<file path="config.mk">
export PLATFORM = sky130hd
export DESIGN_NAME = inst_encoder
export DESIGN_NICKNAME = d
export VERILOG_FILES = /design/src/rtl/inst_encoder.sv
export SDC_FILE = /design/constraint.sdc
export NUM_CORES = 1
export LEC_CHECK = 0
export ABC_AREA = 1
export CAP_MARGIN = 10
export CORE_MARGIN = 10
export CORE_UTILIZATION = 66
export CTS_BUF_LIST = sky130_fd_sc_hd__clkbuf_4
export CTS_CLUSTER_DIAMETER = 80
export DETAILED_ROUTE_END_ITERATION = 6
export DONT_BUFFER_PORTS = 1
export GPL_TIMING_DRIVEN = 0
export PLACE_DENSITY = 0.92
export SYNTH_ARGS = -nofsm -noshare
export SYNTH_HDL_FRONTEND = slang
export SYNTH_SLANG_ARGS = --single-unit
</file>
<file path="constraint.sdc">
create_clock -name clk -period 1.8 [get_ports clk]
set_input_delay 0.36 -clock clk [delete_from_list [all_inputs] [get_ports clk]]
set_output_delay 0.36 -clock clk [all_outputs]
set_load 0.05 [all_outputs]
</file>
<file path="src/rtl/inst_encoder.sv">
// Packs decoded RV32IM fields into a 32-bit instruction word and streams it with a write address.
// Uses a single-entry output register with a valid/ready handshake and a saturating count of emitted words.
module inst_encoder #(
  parameter int unsigned          ADDR_W    = 32,
  parameter logic [ADDR_W-1:0]    BASE_ADDR = '0
) (
  input  logic              clk,
  input  logic              rst_n,
  input  logic              clr,
  input  logic              in_valid,
  output logic              in_ready,
  input  logic [2:0]        in_fmt,
  input  logic [4:0]        in_opcode,
  input  logic [2:0]        in_func3,
  input  logic              in_fun7,
  input  logic              in_mulbit,
  input  logic [4:0]        in_rd,
  input  logic [4:0]        in_rs1,
  input  logic [4:0]        in_rs2,
  input  logic [31:0]       in_imm,
  output logic              out_valid,
  input  logic              out_ready,
  output logic [31:0]       out_inst,
  output logic [ADDR_W-1:0] out_addr,
  output logic              out_illegal,
  output logic [15:0]       inst_count
);

  localparam logic [31:0] NOP = 32'h0000_0013;

  logic [6:0]  opc;
  logic [31:0] enc_inst;
  logic        enc_illegal;
  logic        accept;
  logic        drain;

  assign opc      = {in_opcode, 2'b11};
  assign in_ready = !out_valid || out_ready;
  assign accept   = in_valid && in_ready;
  assign drain    = out_valid && out_ready;

  always_comb begin
    enc_inst    = NOP;
    enc_illegal = 1'b0;
    case (in_fmt)
      3'd0: enc_inst = {1'b0, in_fun7, 4'b0000, in_mulbit, in_rs2, in_rs1, in_func3, in_rd, opc};
      3'd1: enc_inst = {in_imm[11:0], in_rs1, in_func3, in_rd, opc};
      3'd2: enc_inst = {in_imm[11:5], in_rs2, in_rs1, in_func3, in_imm[4:0], opc};
      3'd3: begin
        if (in_imm[0]) enc_illegal = 1'b1;
        else enc_inst = {in_imm[12], in_imm[10:5], in_rs2, in_rs1, in_func3,
                         in_imm[4:1], in_imm[11], opc};
      end
      3'd4: enc_inst = {in_imm[31:12], in_rd, opc};
      3'd5: begin
        if (in_imm[0]) enc_illegal = 1'b1;
        else enc_inst = {in_imm[20], in_imm[10:1], in_imm[11], in_imm[19:12], in_rd, opc};
      end
      default: enc_illegal = 1'b1;
    endcase
  end

  always_ff @(posedge clk) begin
    if (!rst_n) begin
      out_valid   <= 1'b0;
      out_inst    <= '0;
      out_illegal <= 1'b0;
      out_addr    <= BASE_ADDR;
      inst_count  <= '0;
    end else begin
      if (accept) begin
        out_valid   <= 1'b1;
        out_inst    <= enc_inst;
        out_illegal <= enc_illegal;
      end else if (drain) begin
        out_valid <= 1'b0;
      end
      // Address/count track drained words; clr overrides a simultaneous drain.
      if (clr) begin
        out_addr   <= BASE_ADDR;
        inst_count <= '0;
      end else if (drain) begin
        out_addr <= out_addr + ADDR_W'(4);
        if (inst_count != 16'hFFFF) inst_count <= inst_count + 16'd1;
      end
    end
  end

endmodule

</file>
==> run_results.csv <==
group,metric,value,unit
grt,grt_most_used_layer,"met2",
finish,post_route_design_area,4710,um2
drt,drcViolationCount,0,
drt,detail_route.iter0.violations,267,
clock_tree,cts-root-buf,"clkbuf_4",
grt,grt_use_total,23.2,%
placement,dp_slack,-0.264,ns
grt,grt_max_degree,14,
pwr,power_per_cell_area,712,nW/um2
drt,drt_wl_total,12600,um
setup_path,crit_path_start_kind,"flop",
floorplan,site_rows,29,
finish,layoutNonFillerInstCount,789,
grt,grt_first_pass_wirelength,19700,um
floorplan,die_x,101,um
clock_tree,number_of_buffers_inserted_during_clock_tree_synthesis,9,
finish,growth_of_design_area_from_synthesis_to_finish,8.65,%
timing,setup_repair_after_global_routing_missed_its_margin,"yes",
setup_path,critPathCaptureType,"flop",
floorplan,die-height,101,um
grt,grt_pass1_vias,4092,
clock_tree,cts_tree,"built",
placement,portBuffers,0,
timing,layout_setup_ws,0.0829,ns
setup_path,crit_path_max_fanout,10,
pwr,power.static_leakage,1.83,nW
clock_tree,clock_tree.htree_level_count,3,
setup_path,critPathKind,"reg2reg",
finish,drive_above_1_share,14.9,%
finish,nFillCells,516,
setup_path,rr_worst_depth,9,
clock_tree,clock_pin_slew_on_the_worst_setup_and_hold_paths,0.14,ns
grt,grt_antenna_before_repair,0,
timing,pin_slew_with_the_least_headroom_to_its_limit,0.689,ns
timing,timing.final.crit_period,1.72,ns
status,status,"finished clean",
drt,avgViaCountPerCell,5.72,
yosys,ys_dominant_reg_cell,"dfxtp_1",
floorplan,placeableCoreArea,6350,um2
min_path,hold_depth,2,
floorplan,io_pins,148,
drt,detailed_router_iteration_count_before_antenna_repair,5,
yosys,synth_area_leader_cell,"dfxtp_1",
clock_tree,cts_sinks,79,
clock_tree,deepest_clock_path_buffer_count,2,
clock_tree,clock_latency,0.42,ns
grt,grt_overflow_total,0,
yosys,ys_warn_count,0,
drt,postRouteAntennaNets,0,
yosys,yosysUniqueCellTypes,34,
placement,detailed_place_hpwl,9650,um
drt,avgRoutedWirePerCell,15.9,um
placement,placed_cells,771,
clock_tree,cts_hold_buf,0,
timing,maxClockFrequency,582,MHz
setup_path,worstPathRequired,2.10,ns
floorplan,die_area,10200,um2
timing,setup_tns,0,ns
yosys,synth_largest_type_area_fraction,36.5,%
timing,whs,0.0572,ns
setup_path,cp.arrival,2.02,ns
yosys,netlist_top_cells_area,"dfxtp_1, nand2_1, nor2_1, inv_1, a21oi_1",
placement,post_dp_cell_area,4440,um2
timing,slew-limit-headroom,54.0,%
yosys,asyncSetResetFlopFracSynth,0,%
yosys,synthesis.instances,693,
timing,final_critical_path_share_of_the_clock_period,95.4,%
timing,setup-violations-final,0,
yosys,sequential_to_total_area_share_from_yosys_stat,36.5,%
floorplan,floorplan.initialDensity,68.3,%
yosys,post_synthesis_area_per_instance,6.26,um2
pwr,vdd_drop_max,463,uV
timing,hold_viol,0,
finish,insertedDiodeCount,0,
timing,finClkSkew,0.0114,ns
grt,globalRouteMet1Util,25.0,%
grt,grt_util_met3,10.2,%
yosys,synth_enable_flop_cells,0,
finish,final_core_util,74.2,%
placement,routability_congestion_estimate,0.919,
finish,finalNetCount,774,
grt,use_met2,38.6,%
drt,route.vias.total,4517,
min_path,worst_hold_path_type,"in2reg",
timing,drv_slew,0,
pwr,design_power_total,3.35,mW
yosys,ys_ff_latch,79,
yosys,syn-cell-area,4340,um2
flow_run,cap_violations,0,
-- worst max-delay path, stage by stage, from the launching register on --
cell and delay [ns]:
dfxtp_4 0.50, ha_4 0.20, inv_1 0.04, nor2_1 0.13, nand2_2 0.14, nor2_2 0.16, nor2_2 0.07, buf_2 0.19
nand2_1 0.09, a21oi_1 0.07
-- synthesized netlist by cell type, drive strengths merged, types with 2 or more instances --
cell type / instances
o211ai: 3
nand3: 55
o22ai: 8
xor2: 2
inv: 77
nand3b: 6
a22oi: 4
a21oi: 55
clkbuf: 8
dfxtp: 79
xnor2: 2
nor2: 112
o21ai: 23
nand4: 9
ha: 2
nand2: 226
nor3: 4
buf: 13
-- cell type report --
cell class                      count  area (um2)  share of cell area (%)
Buffer                             21         109                    2.31
Clock buffer                       10        75.1                    1.59
Sequential cell                    79        1650                    35.1
Inverter                           78         293                    6.21
Multi-Input combinational cell    516        2410                    51.1
Clock inverter                      6        61.3                    1.30
Timing Repair Buffer                2        15.0                   0.319
Tap cell                           77        96.3                    2.04
-- where the power goes --
group          internal (mW)  switching [mW]
Combinational          0.103           0.225
Sequential              1.78           0.190
Clock                  0.432           0.625
-- worst paths after layout --
| path | to | startpoint | slack (ns) |
|---|---|---|---|
| max | inst_count[2]$_SDFFE_PP0P_ | inst_count[0]$_SDFFE_PP0P_ | 0.08 |
| min | out_illegal$_SDFFE_PN0P_ | rst_n | 0.06 |
| max reg2reg | inst_count[2]$_SDFFE_PP0P_ | inst_count[0]$_SDFFE_PP0P_ | 0.08 |
| min reg2reg | out_addr[10]$_SDFFE_PP0P_ | out_addr[10]$_SDFFE_PP0P_ | 0.60 |
-- per-layer routing --
layer  routed length [um]  vias up
met5                    0        -
met2                 5990      229
met1                 4560     2014
met4                  376        0
li1                     -     2232
met3                 1640       42
-- placed cells by master, fill, tap and decap left out, types with 2 or more instances in the layout --
| master | n |
|---|---|
| nand4_1 | 9 |
| nor2_1 | 99 |
| nand3b_1 | 6 |
| nor2_2 | 8 |
| o22ai_1 | 8 |
| clkinv_1 | 2 |
| inv_2 | 4 |
| o211ai_1 | 3 |
| buf_2 | 8 |
| dfxtp_4 | 9 |
| inv_1 | 73 |
| clkinvlp_4 | 3 |
| buf_4 | 5 |
| nor3_1 | 4 |
| nand3_1 | 46 |
| clkbuf_4 | 10 |
| nand2_2 | 4 |
| o21ai_0 | 21 |
| conb_1 | 2 |
| clkbuf_1 | 7 |
| xor2_1 | 2 |
| nand2_1 | 221 |
| xnor2_1 | 2 |
| a22oi_1 | 4 |
| dfxtp_1 | 39 |
| nor2_4 | 5 |
| a21oi_1 | 54 |
| dfxtp_2 | 31 |
| nand3_2 | 8 |
-- what timing repair did --
action                                  in CTS  in global routing
cloned                                       0                  0
endpoints found under the setup margin      71                 53
resized for setup                           33                 23
setup buffers                                0                  2
pin swaps                                    0                  2
-- logic make-up after synthesis --
| logic type | Yosys count | share of synthesized area (%) |
|---|---|---|
| buffers and inverters | 99 | 9.23 |
| flip-flops | 79 | 36.5 |
| AND/OR/NAND/NOR | 414 | 40.8 |
| XOR/XNOR | 4 | 0.808 |
| adder cells (fa/ha/maj) | 2 | 0.577 |
| AO/OA/AOI/OAI | 94 | 12.0 |
| other | 1 | 0.0864 |
-- flip-flops by register name, indices dropped and copies added, names as in the netlist --
name         flops
inst_count      16
out_addr        30
out_illegal      1
out_inst        31
out_valid        1
(Power assumes the default switching activity.)
